$ cat src/rtl/launch_pkg.sv
// rtl/launch_pkg.sv - shared FSM states, button indices and arrow step constants
//   Contents: launch_state_e (IDLE/HOLD/LOCKED), BTN_* button indices
//   (the index order is also the press priority, lowest index wins),
//   AX_*/AY_* arrow pixel offsets per Ang/Vel code step.
package launch_pkg;

    typedef enum logic [1:0] {
        IDLE   = 2'd0,
        HOLD   = 2'd1,
        LOCKED = 2'd2
    } launch_state_e;

    localparam logic [1:0] BTN_ANGUP = 2'd0;
    localparam logic [1:0] BTN_ANGDN = 2'd1;
    localparam logic [1:0] BTN_PWRUP = 2'd2;
    localparam logic [1:0] BTN_PWRDN = 2'd3;

    localparam int AX_ANG = 1;
    localparam int AY_ANG = 4;
    localparam int AX_VEL = 4;
    localparam int AY_VEL = 10;

endpackage

$ cat src/rtl/arrow_hit.sv
// rtl/arrow_hit.sv - registered pixel-inside-arrow compare
//   Ports: clk, rst (async, active-low), i_arrow_x/i_arrow_y (11-bit arrow
//   corner), i_x/i_y (current pixel), o_hit (registered, 1 clk latency).
//   Both bounds are strict, so the inside spans SZ-1 pixels per axis.
module arrow_hit #(
    parameter int SZ = 10
) (
    input  logic        clk,
    input  logic        rst,
    input  logic [10:0] i_arrow_x,
    input  logic [10:0] i_arrow_y,
    input  logic [9:0]  i_x,
    input  logic [9:0]  i_y,
    output logic        o_hit
);

    logic [10:0] w_x;
    logic [10:0] w_y;
    logic [10:0] w_x_end;
    logic [10:0] w_y_end;
    logic        w_hit;
    logic        r_hit;

    assign w_x     = {1'b0, i_x};
    assign w_y     = {1'b0, i_y};
    assign w_x_end = i_arrow_x + 11'(SZ);
    assign w_y_end = i_arrow_y + 11'(SZ);

    assign w_hit = (i_arrow_x < w_x) && (w_x < w_x_end) &&
                   (i_arrow_y < w_y) && (w_y < w_y_end);

    always_ff @(posedge clk or negedge rst) begin
        if (!rst) begin
            r_hit <= 1'b0;
        end else begin
            r_hit <= w_hit;
        end
    end

    assign o_hit = r_hit;

endmodule

$ cat src/rtl/launch_param_ctrl.sv
// rtl/launch_param_ctrl.sv - launch angle/velocity selector with arrow cursor
//   Ports: clk, rst (async, active-low), tick (update enable),
//   btn_n[3:0] {powerdown, powerup, angledown, angleup} active-low,
//   fire_n (active-low launch), lock (ball in flight), xCount/yCount (pixel),
//   arrow (registered hit), Ang/Vel (current codes), launch (1-clk pulse).
//   Optional: LAUNCH_AUTOREPEAT_EN adds held-button auto-repeat in HOLD.
module launch_param_ctrl #(
    parameter int ANG_W      = 5,
    parameter int ANG_MAX    = 16,
    parameter int VEL_W      = 3,
    parameter int VEL_MAX    = 5,
    parameter int ORIGIN_X   = 31,
    parameter int ORIGIN_Y   = 443,
    parameter int ARROW_SZ   = 10,
    parameter int REPEAT_DLY = 8,
    parameter int REPEAT_PER = 2
) (
    input  logic             clk,
    input  logic             rst,
    input  logic             tick,
    input  logic [3:0]       btn_n,
    input  logic             fire_n,
    input  logic             lock,
    input  logic [9:0]       xCount,
    input  logic [9:0]       yCount,
    output logic             arrow,
    output logic [ANG_W-1:0] Ang,
    output logic [VEL_W-1:0] Vel,
    output logic             launch
);

    import launch_pkg::*;

    if (ANG_MAX >= (1 << ANG_W)) begin : g_bad_ang_max
        $error("ANG_MAX does not fit in ANG_W bits");
    end
    if (VEL_MAX >= (1 << VEL_W)) begin : g_bad_vel_max
        $error("VEL_MAX does not fit in VEL_W bits");
    end
    if (ORIGIN_Y - AY_ANG * ANG_MAX - AY_VEL * VEL_MAX < 0) begin : g_bad_origin_y
        $error("extreme arrow Y falls below 0");
    end
    if (REPEAT_DLY < 1 || REPEAT_PER < 1 || REPEAT_PER > REPEAT_DLY) begin : g_bad_repeat
        $error("REPEAT_DLY/REPEAT_PER out of range");
    end

    localparam logic [ANG_W-1:0] ANG_TOP = ANG_W'(ANG_MAX);
    localparam logic [VEL_W-1:0] VEL_TOP = VEL_W'(VEL_MAX);

    launch_state_e    r_state;
    launch_state_e    w_state_nxt;
    logic [ANG_W-1:0] r_ang;
    logic [ANG_W-1:0] w_ang_nxt;
    logic [VEL_W-1:0] r_vel;
    logic [VEL_W-1:0] w_vel_nxt;
    logic [1:0]       r_btn;
    logic [1:0]       w_btn_nxt;
    logic             r_launch;
    logic             w_launch_nxt;
    logic             r_fire_prev;
    logic [3:0]       w_pressed;
    logic [3:0]       w_legal;
    logic             w_fire_fall;
    logic             w_sel_valid;
    logic [1:0]       w_sel_idx;
    logic             w_do_step;
    logic [1:0]       w_step_idx;
    logic [10:0]      w_arrow_x;
    logic [10:0]      w_arrow_y;

`ifdef LAUNCH_AUTOREPEAT_EN
    // The counter reloads to DLY-PER after each repeat, so the first repeat
    // lands DLY ticks after the press and later ones every PER ticks.
    localparam int              RPT_W      = $clog2(REPEAT_DLY + 1);
    localparam logic [RPT_W-1:0] RPT_LAST   = RPT_W'(REPEAT_DLY - 1);
    localparam logic [RPT_W-1:0] RPT_RELOAD = RPT_W'(REPEAT_DLY - REPEAT_PER);

    logic [RPT_W-1:0] r_rpt_cnt;
    logic [RPT_W-1:0] w_rpt_cnt_nxt;
`endif

    // Legality per button and priority pick: BTN_* index order is the
    // priority order, so scanning downward leaves the lowest legal index.
    always_comb begin
        w_pressed   = ~btn_n;
        w_fire_fall = r_fire_prev & ~fire_n;
        w_legal     = '0;
        w_legal[BTN_ANGUP] = (r_ang < ANG_TOP);
        w_legal[BTN_ANGDN] = (r_ang != '0);
        w_legal[BTN_PWRUP] = (r_vel < VEL_TOP);
        w_legal[BTN_PWRDN] = (r_vel != '0);
        w_sel_valid = 1'b0;
        w_sel_idx   = BTN_ANGUP;
        for (int i = 3; i >= 0; i--) begin
            if (w_pressed[i] && w_legal[i]) begin
                w_sel_valid = 1'b1;
                w_sel_idx   = 2'(i);
            end
        end
    end

    always_comb begin
        w_state_nxt  = r_state;
        w_btn_nxt    = r_btn;
        w_launch_nxt = 1'b0;
        w_do_step    = 1'b0;
        w_step_idx   = r_btn;
`ifdef LAUNCH_AUTOREPEAT_EN
        w_rpt_cnt_nxt = r_rpt_cnt;
`endif
        if (tick) begin
            case (r_state)
                IDLE: begin
                    if (lock) begin
                        w_state_nxt = LOCKED;
                    end else if (w_fire_fall) begin
                        w_launch_nxt = 1'b1;
                        w_state_nxt  = LOCKED;
                    end else if (w_sel_valid) begin
                        w_do_step   = 1'b1;
                        w_step_idx  = w_sel_idx;
                        w_btn_nxt   = w_sel_idx;
                        w_state_nxt = HOLD;
`ifdef LAUNCH_AUTOREPEAT_EN
                        w_rpt_cnt_nxt = '0;
`endif
                    end
                end
                HOLD: begin
                    if (w_fire_fall) begin
                        w_launch_nxt = 1'b1;
                        w_state_nxt  = LOCKED;
                    end else if (!w_pressed[r_btn]) begin
                        w_state_nxt = IDLE;
                    end
`ifdef LAUNCH_AUTOREPEAT_EN
                    // An illegal repeat step is dropped by the step logic,
                    // so the value parks at its bound while still held.
                    else if (r_rpt_cnt == RPT_LAST) begin
                        w_do_step     = 1'b1;
                        w_rpt_cnt_nxt = RPT_RELOAD;
                    end else begin
                        w_rpt_cnt_nxt = r_rpt_cnt + 1'b1;
                    end
`endif
                end
                LOCKED: begin
                    if (!lock && (&btn_n) && fire_n) begin
                        w_state_nxt = IDLE;
                    end
                end
                default: begin
                    w_state_nxt = IDLE;
                end
            endcase
        end
    end

    always_comb begin
        w_ang_nxt = r_ang;
        w_vel_nxt = r_vel;
        if (w_do_step && w_legal[w_step_idx]) begin
            case (w_step_idx)
                BTN_ANGUP: w_ang_nxt = r_ang + 1'b1;
                BTN_ANGDN: w_ang_nxt = r_ang - 1'b1;
                BTN_PWRUP: w_vel_nxt = r_vel + 1'b1;
                BTN_PWRDN: w_vel_nxt = r_vel - 1'b1;
            endcase
        end
    end

    always_ff @(posedge clk or negedge rst) begin
        if (!rst) begin
            r_state     <= IDLE;
            r_ang       <= '0;
            r_vel       <= '0;
            r_btn       <= BTN_ANGUP;
            r_launch    <= 1'b0;
            r_fire_prev <= 1'b1;
        end else begin
            r_state  <= w_state_nxt;
            r_ang    <= w_ang_nxt;
            r_vel    <= w_vel_nxt;
            r_btn    <= w_btn_nxt;
            r_launch <= w_launch_nxt;
            if (tick) begin
                r_fire_prev <= fire_n;
            end
        end
    end

`ifdef LAUNCH_AUTOREPEAT_EN
    always_ff @(posedge clk or negedge rst) begin
        if (!rst) begin
            r_rpt_cnt <= '0;
        end else begin
            r_rpt_cnt <= w_rpt_cnt_nxt;
        end
    end
`endif

    assign w_arrow_x = 11'(ORIGIN_X) - 11'(r_ang) * 11'(AX_ANG) + 11'(r_vel) * 11'(AX_VEL);
    assign w_arrow_y = 11'(ORIGIN_Y) - 11'(r_ang) * 11'(AY_ANG) - 11'(r_vel) * 11'(AY_VEL);

    arrow_hit #(
        .SZ (ARROW_SZ)
    ) u_arrow_hit (
        .clk       (clk),
        .rst       (rst),
        .i_arrow_x (w_arrow_x),
        .i_arrow_y (w_arrow_y),
        .i_x       (xCount),
        .i_y       (yCount),
        .o_hit     (arrow)
    );

    assign Ang    = r_ang;
    assign Vel    = r_vel;
    assign launch = r_launch;

endmodule

$ cat config.mk
export PLATFORM = sky130hd
export DESIGN_NAME = launch_param_ctrl
export DESIGN_NICKNAME = d
export VERILOG_FILES = /design/src/rtl/launch_pkg.sv /design/src/rtl/arrow_hit.sv /design/src/rtl/launch_param_ctrl.sv
export SDC_FILE = /design/constraint.sdc
export NUM_CORES = 1
export LEC_CHECK = 0
export BUFFER_PORTS_ARGS = -buffer_cell sky130_fd_sc_hd__buf_4
export CAP_MARGIN = 5
export CORE_MARGIN = 5
export CORE_UTILIZATION = 60
export DETAILED_ROUTE_END_ITERATION = 12
export GPL_ROUTABILITY_DRIVEN = 0
export PLACE_DENSITY = 0.85
export SETUP_SLACK_MARGIN = 0.5
export SYNTH_ARGS = -nofsm -noshare
export SYNTH_HDL_FRONTEND = slang
export SYNTH_SLANG_ARGS = --single-unit
$ cat constraint.sdc
create_clock -name clk -period 5 [get_ports clk]
set_clock_uncertainty 0.05 [all_clocks]
set_input_delay 1 -clock clk [delete_from_list [all_inputs] [get_ports clk]]
set_output_delay 1 -clock clk [all_outputs]
set_load 0.02 [all_outputs]
==> qor.yml, run 1 <==
worstSetupStartpointType: "register"
min_to: "r_state[1]"
die_w_um: 70.8
cts-resized-gates: 0
ys.flop_type: "dfrtp_1"
clk_latency_ns: 0.25
htree_num_levels: 1
fin_setup_tns_ns: 0
areaGrowthSynthToFinish_pct: 17.0
r2r_start: "Vel[2]"
rows: 22
setup_viol: 0
min-delay-start: "r_state[1]"
fin_crit_sh_pct: 76.2
core_sq_um: 3630
cts_tree: "done"
grt_overflow: 0
avgSynthCellArea_sq_um: 8.84
synth_area_leaders: "ha_1 (26%), dfrtp_1 (16%), inv_1 (5.9%), xnor2_1 (5.5%), fa_1 (3.6%)"
synthCells: 251
drc: 0
dieArea_sq_um: 5010
worstPathArrival_ns: 3.91
rrSetupSlack_ns: 1.19
final_antenna_net_count: 0
synth_nets: 330
grt_max_degree: 16
status: "finished clean"
end_kind: "register"
timing.max_cap.violations: 0
synthArstFlopShare_pct: 100
min_path_cells: 1
first_iter_violations: 48
place_inst: 334
yosysTopAreaCellShare_pct: 25.9
fin_crit_ns: 3.81
routed_via_density: 5.71
wl_per_cell_um: 13.6
critPathKind: "register to register"
boundaryPins: 39
ctsHoldBuffers: 0
drive_gt1_share_pct: 17.6
fmax_ghz: 0.262
initial_core_util_pct: 61.1
yosysSeqAreaShare_pct: 17.0
hold_path_class: "register to register"
stdcell_count: 338
drt-total-wl_mm: 4.61
num-fill-cells: 323
grt_use_total_pct: 18.9
cp.required_ns: 5.10
clockBufferDepth: 2
die_h_um: 70.8
synth.ff_latch_count: 15
reg2regPathDepth: 17
root_buffer: "clkbuf_8"
yosys_warnings: 0
slew_headroom_pct: 66.5
clk_pin_slew_worst_paths_ns: 0.07
grt_pass1_wl_mm: 7.96
numPortBuffers: 38
final_nets: 370
drt_pass1_iterations: 4
hpwl_mm: 3.89
numCtsBuffers: 3
path_max_fanout: 15
cts_sinks: 15
yosys.area.top_type: "ha_1"
ys_types: 53
grt_antenna_before_repair: 0
worst_slew_pin_slew_ns: 0.503
antennaDiodeCount: 0
rsz0062_at_grt: "no"
dr_total_vias: 1930
post_cts.repair.setup_buffers: 0
finalMaxSlewViolations: 0
synth_edf_count: 0
hold_viol_final: 0
r2r_end: "u_arrow_hit.o_hit"
netlist_area_sq_um: 2220
grt_pass1_vias: 1930
## synthesized netlist by cell type (all sizes together) (3+ instances only)
master,count
nor3,3
nor2b,8
nand3,11
nor2,10
nand2,6
fa,4
xor2,6
a21o,7
a211oi,4
o211ai,3
mux2i,3
nor4b,3
nor4,4
o21ai,12
inv,35
dfrtp,14
a21oi,15
ha,46
xnor2,14
o21a,5
nor3b,3
## critical path, stage by stage (launching register included)
cell and delay, ns:
dfrtp_1 0.57, ha_1 0.28, ha_1 0.18, ha_1 0.27, inv_1 0.04, ha_1 0.30
o21a_1 0.12, o31a_1 0.12, a21oi_1 0.30, and3_1 0.26, nand3_1 0.10, xor2_1 0.18
ha_1 0.31, a32oi_1 0.18, nand3_1 0.09, nor2_1 0.08, o21ai_0 0.08, nor4_1 0.19
## final cells by class
class,instances,area (sq um),share of cell area [%]
multi-input combinational,198,1700,65.3
sequential,15,377,14.5
timing repair buffer,38,285,11.0
inverter,35,131,5.06
tap,48,60.1,2.31
clock buffer,3,41.3,1.59
clock inverter,1,5.00,0.193
## logic make-up (layout without fill, tap and decap cells)
family	Yosys count	after routing	synth area share, %
xor+xnor	20	20	7.90
buf+inv	38	77	6.60
fa+ha+maj	50	50	29.6
simple gates	61	61	17.0
mux	6	6	3.38
flops	15	15	17.0
compound gates	61	61	18.6
## state kept, by name, summed over array words and instances (netlist names)
register	cells
r_btn	2
Vel	3
launch	1
Ang	5
u_arrow_hit.o_hit	1
r_state	2
r_fire_prev	1
## cells in the final DEF, fill, tap and decap left out, types with 3 or more instances in the layout
| master | instances |
|---|---|
| ha_1 | 46 |
| o211ai_1 | 3 |
| a21oi_1 | 15 |
| xor2_1 | 6 |
| fa_1 | 4 |
| nor2b_1 | 8 |
| clkbuf_8 | 3 |
| nand3_1 | 11 |
| xnor2_1 | 14 |
| buf_4 | 38 |
| nand2_1 | 6 |
| mux2i_1 | 3 |
| a211oi_1 | 3 |
| inv_1 | 35 |
| o21a_1 | 5 |
| dfrtp_1 | 14 |
| a21o_1 | 7 |
| nor3b_1 | 3 |
| nor2_1 | 10 |
| nor4_1 | 3 |
| o21ai_0 | 11 |
| nor3_1 | 3 |
## how the worst max path moves through the flow
stage / start / endpoint
after global routing: Ang[1] / u_arrow_hit.o_hit
after global placement: Vel[2] / u_arrow_hit.o_hit
final: Vel[2] / u_arrow_hit.o_hit
after floorplan: Ang[0] / u_arrow_hit.o_hit
after CTS: Vel[2] / u_arrow_hit.o_hit
after detailed placement: Vel[2] / u_arrow_hit.o_hit
## routing by layer
| metal | track usage (%) | wire length [um] | vias up |
|---|---|---|---|
| met2 | 35.1 | 2300 | 47 |
| met4 | 4.18 | 55 | 0 |
| met1 | 22.7 | 2040 | 892 |
| met5 | 0 | 0 | - |
| met3 | 3.27 | 211 | 7 |
| li1 | - | - | 984 |
## through the flow
stage | utilization (%) | setup WS (ns) | hold WS, ns | cell area (sq um)
final | 71.4 | 1.19 | 0.516 | 2590
after floorplan | - | 1.47 | 0.458 | 2220
after global routing | 71.4 | 0.959 | 0.561 | 2590
after detailed placement | 70.1 | 1.23 | 0.506 | 2550
after CTS | 71.4 | 1.22 | 0.522 | 2590
after global placement | 70.1 | 1.29 | 0.485 | 2550
Power of run 1 is not shown: default switching activity piles up to over one toggle a cycle in this logic, so the estimate is an artifact.
==> run 2: changes to the inputs <==
CORE_UTILIZATION = 52   (was 60)
PLACE_DENSITY = 0.78   (was 0.85)
clock period = 3.4 ns   (was 5 ns; I/O delays follow)
==> qor.yml, run 2 (synthesis gave the netlist of run 1 again) <==
drt_pass1_iterations: 4
grt_overflow: 0
clk_latency_ns: 0.26
crit_slowest_cell: "dfrtp_2"
die_h_um: 75.3
htree_num_levels: 1
boundaryPins: 39
worst-path-buf-inv: 3
dr_total_vias: 2041
hold_ws_ns: 0.220
wl_per_cell_um: 14.4
final_common_cell: "buf_4"
crit_family: "adder cells"
path_max_fanout: 3
ctsHoldBuffers: 0
max_stage_delay_ns: 0.43
timing.max_cap.violations: 0
slew_headroom_pct: 73.2
fmax_ghz: 0.312
setup_viol: 0
rrSetupSlack_ns: 0.20
worst_slew_pin_slew_ns: 0.392
core_sq_um: 4060
critPathKind: "register to register"
final_nets: 388
place_inst: 345
grt_antenna_before_repair: 0
final_antenna_net_count: 0
grt_pass1_wl_mm: 8.36
hold_path_class: "primary input to asynchronous set/reset pin"
layout_common_cells: "buf_4 (56), ha_1 (38), inv_1 (33)"
stdcell_count: 358
fin_setup_tns_ns: 0
rsz0062_at_grt: "yes"
clockBufferDepth: 2
numPortBuffers: 38
root_buffer: "clkbuf_8"
largest_reg_flops: 5
grt_pass1_vias: 1959
fin_util_pct: 72.4
cp.depth: 16
initial_core_util_pct: 54.7
finalMaxSlewViolations: 0
worstSetupStartpointType: "register"
first_iter_violations: 72
hold_viol_final: 0
routed_via_density: 5.70
path_common_cell: "ha_4"
grt_use_total_pct: 18.8
cts_tree: "done"
num-fill-cells: 303
worstPathArrival_ns: 3.32
die_w_um: 75.3
drive_gt1_share_pct: 33.1
rows: 23
cp_cell_sequence: "ha_4, ha_4, ha_4, inv_2, ha_4, o21a_1, o31a_1, a21oi_2, buf_4, buf_4, xnor2_2, ha_1, o21a_1, o2111ai_1, a21oi_1, nor4_1"
cts_sinks: 15
numCtsBuffers: 3
reg2regPathDepth: 16
fin_crit_sh_pct: 94.2
cp.required_ns: 3.51
fin_crit_ns: 3.20
status: "finished clean"
end_kind: "register"
dieArea_sq_um: 5670
drt-total-wl_mm: 5.16
hpwl_mm: 4.01
areaGrowthSynthToFinish_pct: 32.4
antennaDiodeCount: 0
drc: 0
r2r_end: "u_arrow_hit.o_hit"
clk_pin_slew_worst_paths_ns: 0.07
grt_max_degree: 16
r2r_start: "Vel[2]"
-- run 2: cell count changes in the layout (fill, tap and decap cells not counted), moves of 3 or more --
cell     before  now
a21oi_1      15   12
dfrtp_2       0    5
ha_4          0    8
buf_4        38   56
ha_1         46   38
a21oi_2       0    3
fa_1          4    1
fa_2          0    3
dfrtp_1      14    9
-- run 2: metrics by stage --
| step | area, sq um | setup WS, ns |
|---|---|---|
| after floorplan | 2280 | 0.159 |
| after global placement | 2670 | 0.147 |
| after detailed placement | 2670 | 0.0943 |
| after CTS | 2870 | 0.168 |
| after global routing | 2940 | -0.0171 |
| final | 2940 | 0.197 |
-- run 2: final cells by class --
cell class	count	area, sq um	area share [%]
Multi-Input combinational cell	198	1890	64.5
Timing Repair Buffer	56	420	14.3
Clock buffer	3	41.3	1.41
Tap cell	50	62.6	2.13
Inverter	35	131	4.47
Clock inverter	1	5.00	0.170
Sequential cell	15	383	13.0
-- run 2: worst max-delay path by stage --
stage | endpoint | from | slack [ns]
floorplan | u_arrow_hit.o_hit | Ang[0] | 0.16
global placement | u_arrow_hit.o_hit | Ang[1] | 0.15
detailed placement | u_arrow_hit.o_hit | Ang[1] | 0.09
CTS | u_arrow_hit.o_hit | Vel[2] | 0.17
global route | u_arrow_hit.o_hit | Ang[1] | -0.02
finish | u_arrow_hit.o_hit | Vel[2] | 0.20
-- run 2: repair_timing --
item | 4_1_cts | 5_1_grt
setup endpoints to repair | 2 | 3
pin swaps | 11 | 10
buffers inserted | 6 | 3
resized for setup | 20 | 6
-- run 2: worst reg2reg max path, delay by kind of cell, from the launching register on --
| kind | cells | cell delay, ns |
|---|---|---|
| flops | 1 | 0.43 |
| buf+inv | 3 | 0.32 |
| compound gates | 6 | 0.84 |
| fa+ha+maj | 5 | 1.11 |
| simple gates | 1 | 0.22 |
| xor+xnor | 1 | 0.13 |
-- run 2: per-layer routing --
layer | wire (um) | up-vias | part of all wire [%] | track usage [%]
met5 | 0 | - | 0 | 0
met3 | 182 | 9 | 3.5 | 2.24
met4 | 78 | 0 | 1.5 | 5.05
met2 | 2670 | 46 | 52 | 34.8
li1 | - | 1017 | - | -
met1 | 2230 | 969 | 43 | 22.8
Power of run 2 is left out for the same reason.
==> run 3: changes to the inputs <==
--- a/config.mk
+++ b/config.mk
@@ -12,5 +12,5 @@
 export DETAILED_ROUTE_END_ITERATION = 12
 export GPL_ROUTABILITY_DRIVEN = 0
-export PLACE_DENSITY = 0.78
+export PLACE_DENSITY = 0.81
 export SETUP_SLACK_MARGIN = 0.5
 export SYNTH_ARGS = -nofsm -noshare
==> constraint.sdc (replaced) <==
create_clock -name clk -period 3.4 [get_ports clk]
set_clock_uncertainty 0.05 [all_clocks]
set_input_delay 0.34 -clock clk [delete_from_list [all_inputs] [get_ports clk]]
set_output_delay 0.34 -clock clk [all_outputs]
set_load 0.02 [all_outputs]
==> qor.yml, run 3 (synthesis gave the netlist of run 1 again) <==
drt-total-wl_mm: 5.86
htree_num_levels: 1
timing.max_cap.violations: 0
numCtsBuffers: 3
clk_pin_slew_worst_paths_ns: 0.07
fin_crit_sh_pct: 97.2
setup_viol: 0
layout_common_cells: "buf_4 (59), ha_1 (37), inv_1 (33)"
hold_path_class: "primary input to register"
root_buffer: "clkbuf_8"
cts_sinks: 15
antennaDiodeCount: 0
cp.required_ns: 3.51
path_max_fanout: 3
status: "finished clean"
grt_pass1_wl_mm: 8.58
dr_total_vias: 2076
grt_antenna_before_repair: 0
hold_viol_final: 0
areaGrowthSynthToFinish_pct: 35.4
rows: 23
finalMaxSlewViolations: 0
grt_max_degree: 16
end_kind: "register"
grt_use_total_pct: 19.2
drt_pass1_iterations: 4
hpwl_mm: 4.09
initial_core_util_pct: 54.7
final_common_cell: "buf_4"
fmax_ghz: 0.303
first_iter_violations: 110
fin_crit_ns: 3.31
rrSetupSlack_ns: 0.09
core_sq_um: 4060
dieArea_sq_um: 5670
drive_gt1_share_pct: 34.7
final_nets: 394
routed_via_density: 5.70
numPortBuffers: 38
die_h_um: 75.3
largest_reg_flops: 5
clockBufferDepth: 2
clk_latency_ns: 0.26
final_antenna_net_count: 0
slew_headroom_pct: 74.2
drc: 0
worstPathArrival_ns: 3.41
worstSetupStartpointType: "register"
cts_tree: "done"
wl_per_cell_um: 16.1
fin_util_pct: 74.0
critPathKind: "register to register"
rsz0062_at_grt: "yes"
grt_pass1_vias: 1995
grt_overflow: 0
die_w_um: 75.3
worst_slew_pin_slew_ns: 0.377
boundaryPins: 39
==> run 3: worst max-delay path: stages, from the launching register on <==
cell and delay [ns]:
dfrtp_2 0.39, inv_1 0.10, ha_4 0.29, inv_1 0.04, ha_1 0.29, nor2b_1 0.15
o31a_1 0.29, a21oi_2 0.19, and3_4 0.23, nand3_2 0.08, xor2_1 0.15, ha_1 0.30
a32oi_1 0.23, nand3_1 0.09, nor2_1 0.08, o21ai_1 0.07, nor4_1 0.17
==> run 3: metrics by stage <==
| step | hold WS [ns] | area (sq um) | setup WS, ns | setup TNS, ns | cells |
|---|---|---|---|---|---|
| floorplan | -0.00559 | 2280 | 0.159 | 0 | 251 |
| global placement | 0.160 | 2670 | 0.164 | 0 | 346 |
| detailed placement | 0.164 | 2670 | 0.0663 | 0 | 346 |
| CTS | 0.289 | 2820 | 0.138 | 0 | 357 |
| global route | 0.296 | 3000 | -0.0850 | -0.0850 | 364 |
| finish | 0.290 | 3000 | 0.0950 | 0 | 364 |
==> run 3: layer usage <==
| layer | wire, um | track usage (%) | up-vias | share of wire (%) |
|---|---|---|---|---|
| li1 | - | - | 1032 | - |
| met1 | 2420 | 23.1 | 992 | 41 |
| met2 | 3110 | 34.8 | 39 | 53 |
| met3 | 223 | 3.43 | 13 | 3.8 |
| met4 | 104 | 5.44 | 0 | 1.8 |
| met5 | 0 | 0 | - | 0 |
==> run 3: repair_timing <==
| item | 4_1_cts | 5_1_grt |
|---|---|---|
| setup endpoints to repair | 2 | 3 |
| hold buffers | 1 | 0 |
| setup buffers | 6 | 7 |
| gates resized for setup | 6 | 28 |
| pin swaps | 5 | 14 |
| endpoints found under the hold margin | 14 | 0 |
==> run 3: worst paths after layout <==
check | startpoint | endpoint | cells after the start
worst max register to register | Ang[0] | u_arrow_hit.o_hit | 16
worst min register to register | r_state[1] | r_state[1] | 1
worst max-delay path | Ang[0] | u_arrow_hit.o_hit | 16
max in group asynchronous | rst | r_fire_prev | 2
worst min-delay path | fire_n | r_fire_prev | 2
min in group asynchronous | rst | Ang[0] | 2
==> run 3: layout make-up <==
class	count	area [sq um]
well taps	50	62.6
fillers	277	1050
inverters	35	131
multi-input cells	198	1900
flip-flops and latches	15	383
repair buffers	62	479
clock buffers	4	45.0
Power of run 3 is left out for the same reason.
